$ cat src/rtl/axil_rr_arbiter.sv
// axil_rr_arbiter: two-requester round-robin front end
// sharing one AXI4-Lite master port, one transaction at a time.
module axil_rr_arbiter #(
  parameter int ADDR_W = 4,
  parameter int DATA_W = 32
) (
  input  logic                clk,
  input  logic                reset,
  input  logic                req0_valid,
  input  logic                req0_write,
  input  logic [ADDR_W-1:0]   req0_addr,
  input  logic [DATA_W-1:0]   req0_wdata,
  input  logic [DATA_W/8-1:0] req0_wstrb,
  output logic                req0_done,
  output logic [DATA_W-1:0]   req0_rdata,
  output logic [1:0]          req0_resp,
  input  logic                req1_valid,
  input  logic                req1_write,
  input  logic [ADDR_W-1:0]   req1_addr,
  input  logic [DATA_W-1:0]   req1_wdata,
  input  logic [DATA_W/8-1:0] req1_wstrb,
  output logic                req1_done,
  output logic [DATA_W-1:0]   req1_rdata,
  output logic [1:0]          req1_resp,
  output logic [ADDR_W-1:0]   m_awaddr,
  output logic [2:0]          m_awprot,
  output logic                m_awvalid,
  input  logic                m_awready,
  output logic [DATA_W-1:0]   m_wdata,
  output logic [DATA_W/8-1:0] m_wstrb,
  output logic                m_wvalid,
  input  logic                m_wready,
  input  logic [1:0]          m_bresp,
  input  logic                m_bvalid,
  output logic                m_bready,
  output logic [ADDR_W-1:0]   m_araddr,
  output logic [2:0]          m_arprot,
  output logic                m_arvalid,
  input  logic                m_arready,
  input  logic [DATA_W-1:0]   m_rdata,
  input  logic [1:0]          m_rresp,
  input  logic                m_rvalid,
  output logic                m_rready
);

  localparam int SW = DATA_W / 8;

  typedef enum logic [2:0] {
    IDLE,
    WR_ADDR,
    WR_RESP,
    RD_ADDR,
    RD_DATA,
    DONE
  } state_t;

  state_t            state;
  state_t            state_nxt;
  logic              last;
  logic              gnt;
  logic              wr;
  logic [ADDR_W-1:0] addr;
  logic [DATA_W-1:0] wdata;
  logic [DATA_W-1:0] rdat;
  logic [SW-1:0]     wstrb;
  logic [1:0]        rsp;
  logic              el0;
  logic              el1;
  logic              any;
  logic              pick;
  logic              pick_wr;
  logic              aw_ok;
  logic              w_ok;

  // a requester still showing its done pulse holds the old request
  assign el0     = req0_valid & ~req0_done;
  assign el1     = req1_valid & ~req1_done;
  assign any     = el0 | el1;
  assign pick    = el1 & (~el0 | ~last);
  assign pick_wr = pick ? req1_write : req0_write;
  assign aw_ok   = ~m_awvalid | m_awready;
  assign w_ok    = ~m_wvalid | m_wready;

  assign m_awaddr = addr;
  assign m_araddr = addr;
  assign m_wdata  = wdata;
  assign m_wstrb  = wstrb;
  assign m_awprot = 3'b000;
  assign m_arprot = 3'b000;

  // state register
  always_ff @(posedge clk) begin
    if (reset) state <= IDLE;
    else       state <= state_nxt;
  end

  // next-state decode
  always_comb begin
    state_nxt = state;
    unique case (state)
      IDLE:    if (any) state_nxt = pick_wr ? WR_ADDR : RD_ADDR;
      WR_ADDR: if (aw_ok && w_ok) state_nxt = WR_RESP;
      WR_RESP: if (m_bvalid) state_nxt = DONE;
      RD_ADDR: if (m_arready) state_nxt = RD_DATA;
      RD_DATA: if (m_rvalid) state_nxt = DONE;
      DONE:    state_nxt = IDLE;
      default: state_nxt = IDLE;
    endcase
  end

  // registered channel controls, request latch and completion outputs
  always_ff @(posedge clk) begin
    if (reset) begin
      last       <= 1'b1;
      gnt        <= 1'b0;
      wr         <= 1'b0;
      addr       <= '0;
      wdata      <= '0;
      wstrb      <= '0;
      rdat       <= '0;
      rsp        <= '0;
      m_awvalid  <= 1'b0;
      m_wvalid   <= 1'b0;
      m_arvalid  <= 1'b0;
      m_bready   <= 1'b0;
      m_rready   <= 1'b0;
      req0_done  <= 1'b0;
      req0_rdata <= '0;
      req0_resp  <= '0;
      req1_done  <= 1'b0;
      req1_rdata <= '0;
      req1_resp  <= '0;
    end else begin
      req0_done <= 1'b0;
      req1_done <= 1'b0;
      unique case (state)
        IDLE: begin
          if (any) begin
            gnt       <= pick;
            wr        <= pick_wr;
            addr      <= pick ? req1_addr : req0_addr;
            wdata     <= pick ? req1_wdata : req0_wdata;
            wstrb     <= pick ? req1_wstrb : req0_wstrb;
            m_awvalid <= pick_wr;
            m_wvalid  <= pick_wr;
            m_arvalid <= ~pick_wr;
          end
        end
        WR_ADDR: begin
          if (m_awready) m_awvalid <= 1'b0;
          if (m_wready) m_wvalid <= 1'b0;
          if (aw_ok && w_ok) m_bready <= 1'b1;
        end
        WR_RESP: begin
          if (m_bvalid) begin
            m_bready <= 1'b0;
            rsp      <= m_bresp;
          end
        end
        RD_ADDR: begin
          if (m_arready) begin
            m_arvalid <= 1'b0;
            m_rready  <= 1'b1;
          end
        end
        RD_DATA: begin
          if (m_rvalid) begin
            m_rready <= 1'b0;
            rsp      <= m_rresp;
            rdat     <= m_rdata;
          end
        end
        DONE: begin
          last <= gnt;
          if (gnt) begin
            req1_done  <= 1'b1;
            req1_resp  <= rsp;
            req1_rdata <= wr ? '0 : rdat;
          end else begin
            req0_done  <= 1'b1;
            req0_resp  <= rsp;
            req0_rdata <= wr ? '0 : rdat;
          end
        end
        default: ;
      endcase
    end
  end

endmodule
$ cat config.mk
export PLATFORM = sky130hd
export DESIGN_NAME = axil_rr_arbiter
export DESIGN_NICKNAME = d
export VERILOG_FILES = /design/src/rtl/axil_rr_arbiter.sv
export SDC_FILE = /design/constraint.sdc
export NUM_CORES = 1
export LEC_CHECK = 0
export ABC_AREA = 1
export BUFFER_PORTS_ARGS = -buffer_cell sky130_fd_sc_hd__buf_2
export CAP_MARGIN = 20
export CORE_MARGIN = 2
export CORE_UTILIZATION = 30
export DETAILED_ROUTE_END_ITERATION = 10
export PLACE_DENSITY = 0.55
export SYNTH_ARGS = -nofsm -noshare
export SYNTH_HDL_FRONTEND = slang
export SYNTH_SLANG_ARGS = --single-unit
$ cat constraint.sdc
create_clock -name clk -period 2.18 [get_ports clk]
set_clock_uncertainty 0.1 [all_clocks]
set_input_delay 0.109 -clock clk [delete_from_list [all_inputs] [get_ports clk]]
set_output_delay 0.109 -clock clk [all_outputs]
set_load 0.1 [all_outputs]
==> impl_metrics.env <==
export IMPL_status="completed"
export IMPL_clock_path_buffers=2
export IMPL_dp_hpwl_mm=12.2
export IMPL_p_sw_share_pct=51.5
export IMPL_internal_power_mw=6.16
export IMPL_leakagePower_nw=4.57
export IMPL_p_sw_mw=6.54
export IMPL_io_pins=252
export IMPL_cts_tree="yes"
export IMPL_hold_viol=0
export IMPL_grt_use_met1_pct=20.8
export IMPL_startpoint_type="flip-flop"
export IMPL_globalRoute_busiestLayer="met2"
export IMPL_cts_max_level=4
export IMPL_crit_fanout=82
export IMPL_gr_usage_all_layers_pct=17.6
export IMPL_final_cell_mix="buf_2 (245), nand2_1 (163), dfxtp_1 (155)"
export IMPL_dp_cells=1280
export IMPL_die_area_mm2=0.0221
export IMPL_drt_pass1_iter_count=4
export IMPL_gp_congestion=0.769
export IMPL_drt_drc_violations_left=0
export IMPL_cts_buffers=17
export IMPL_cts_sinks=155
export IMPL_syn2layout_area_growth_pct=50.4
export IMPL_path_cells="nor2_8 > nand2_4 > inv_4 > nand2_4 > inv_6 > nand3_1 > o211ai_1 > inv_1"
export IMPL_clock_root_buffer="clkbuf_16"
export IMPL_post_route_min_period_ns=1.84
export IMPL_grt_setup_unrepaired="false"
export IMPL_die_h_um=149
export IMPL_cp_top_family="buffers and inverters"
export IMPL_drt_iter0_drc=227
export IMPL_crit_required_ns=2.40
export IMPL_insertion_delay_ns=0.42
export IMPL_cp_data_arrival_time_ns=2.06
export IMPL_nNetsFinal=1272
export IMPL_ys_seq_area_share_pct=49.5
export IMPL_setup_viol=0
export IMPL_worst_pin_slew_ns=0.568
export IMPL_fmax_mhz=542
export IMPL_num_vias=6292
export IMPL_tns_ns=0
export IMPL_slew_viol_final=0
export IMPL_power_density_mw_per_mm2=1340
export IMPL_grt_pass1_wl_mm=31.1
export IMPL_instances_no_fill=1428
export IMPL_initial_core_util_pct=30.8
export IMPL_path_class="flip-flop to flip-flop"
export IMPL_wl_per_cell_um=13.7
export IMPL_cts_resized=0
export IMPL_avgViaCountPerCell=4.41
export IMPL_p_seq_share_pct=29.2
export IMPL_comb_power_share_pct=46.6
export IMPL_core_mm2=0.0204
export IMPL_pre_cts_ws_ns=0.348
export IMPL_cpMostUsedCell="nand2_4"
export IMPL_clk_pin_slew_ns=0.07
export IMPL_grt_pass1_vias=6099
export IMPL_final_common_cell="buf_2"
export IMPL_design_area_mm2=0.00944
export IMPL_grt_util_met2_pct=29.7
export IMPL_totalWireLength_mm=19.5
export IMPL_synth_seq_cells=155
export IMPL_drv_cap=0
export IMPL_finalHoldWorstSlack_ns=0.0148
export IMPL_synth_area_per_cell_um2=7.74
export IMPL_die_w_um=149
export IMPL_clock_power_share_pct=24.2
export IMPL_layout_drive_gt1_share_pct=26.4
export IMPL_grt_start_max_net_pins=83
export IMPL_portBuffers=245
export IMPL_synth_warnings=0
export IMPL_vdd_drop_max_v=0.000561
export IMPL_slowest_stage="dfxtp_1"
export IMPL_hp_class="input pin to flip-flop"
export IMPL_grt_ovfl_total=0
export IMPL_diodes=0
export IMPL_period_share_pct=84.6
export IMPL_slew_headroom_pct=62.1
export IMPL_post_cts_setup_buffers=0
export IMPL_antenna_found_initial=0
export IMPL_grt_util_met3_pct=5.89
export IMPL_ys_types=33
export IMPL_setup_ws_ns=0.335
export IMPL_final_antenna_net_count=0
export IMPL_rows=52
export IMPL_critPathCaptureType="flip-flop"
export IMPL_syn_inst=811
export IMPL_postPlaceCellArea_mm2=0.00766
export IMPL_crit_path_max_incr_delay_ns=0.44
export IMPL_syn_area_mm2=0.00627
export IMPL_path_buf_inv=3
==> cell usage after synthesis (all sizes together) <==
library cell	count	share of area (%)
o21bai	1	0.12
nor2	44	3.2
nand2	165	10
conb	1	0.060
a21oi	72	5.7
inv	112	6.8
buf	40	4.5
nor3	1	0.080
nand4	1	0.34
clkinv	1	0.060
o211ai	42	5.0
clkbuf	23	1.6
nand3b	1	0.12
o21ai	94	7.6
a22o	3	0.42
a211oi	2	0.24
dfxtp	155	49
nand3	53	4.5
==> power groups by stage <==
stage	Sequential, mW	Combinational [mW]	Clock [mW]
2_1_floorplan	6.79	1.96	0
3_3_place_gp	3.76	5.78	0
3_5_place_dp	3.76	5.78	0
4_1_cts	3.71	5.95	3.16
5_1_grt	3.78	6.29	3.29
6_report	3.70	5.92	3.07
==> logic make-up after synthesis <==
group / after synthesis / synth area share [%]
AO/OA/AOI/OAI: 214 / 19.1
flip-flops: 155 / 49.5
buffers and inverters: 176 / 13.0
AND/OR/NAND/NOR: 265 / 18.4
other: 1 / 0.0598
==> flip-flops by register name, indices dropped and copies added, names as in the netlist, 3 cells and up <==
name / cells
m_wdata: 32
rdat: 32
req0_rdata: 32
req1_rdata: 32
m_araddr: 4
m_wstrb: 4
state: 3
==> metal layers <==
layer	share of wire, %	routed length, um
met2	45	8860
met5	0	0
met1	44	8590
met4	2.1	417
met3	8.5	1660
==> through the flow <==
stage                     util (%)  power, mW
after global placement        37.6       9.54
after CTS                     46.4       12.8
after floorplan                  -       8.76
after global routing          46.4       13.4
final                         46.4       12.7
after detailed placement      37.6       9.54
==> final cells by class <==
| type | count | area, um^2 |
|---|---|---|
| clock buffers | 17 | 425 |
| clock inverters | 15 | 195 |
| multi-input cells | 485 | 2380 |
| inverters | 113 | 433 |
| flip-flops and latches | 155 | 3100 |
| fillers | 2007 | 10900 |
| repair buffers | 373 | 2560 |
| well taps | 270 | 338 |
==> worst register-to-register path, cell delays in order (launching register included) <==
cell,delay [ns]
dfxtp_1,0.44
nor2_8,0.19
nand2_4,0.08
inv_4,0.08
nand2_4,0.07
inv_6,0.42
nand3_1,0.18
o211ai_1,0.12
inv_1,0.06
==> timing repair <==
| item | in CTS | in global routing |
|---|---|---|
| setup endpoints to repair | 0 | 0 |
| endpoints found under the hold margin | 76 | 0 |
| hold buffers | 116 | 0 |
==> final timing paths <==
check / startpoint / to / slack (ns) / cells past startpoint
min: req1_write / m_arvalid / 0.01 / 4
max: state[0] / m_wdata[7] / 0.34 / 8
min reg2reg: m_bready / m_bready / 0.34 / 2
max reg2reg: state[0] / m_wdata[7] / 0.34 / 8
No activity file was read; power rests on OpenSTA's default activity.
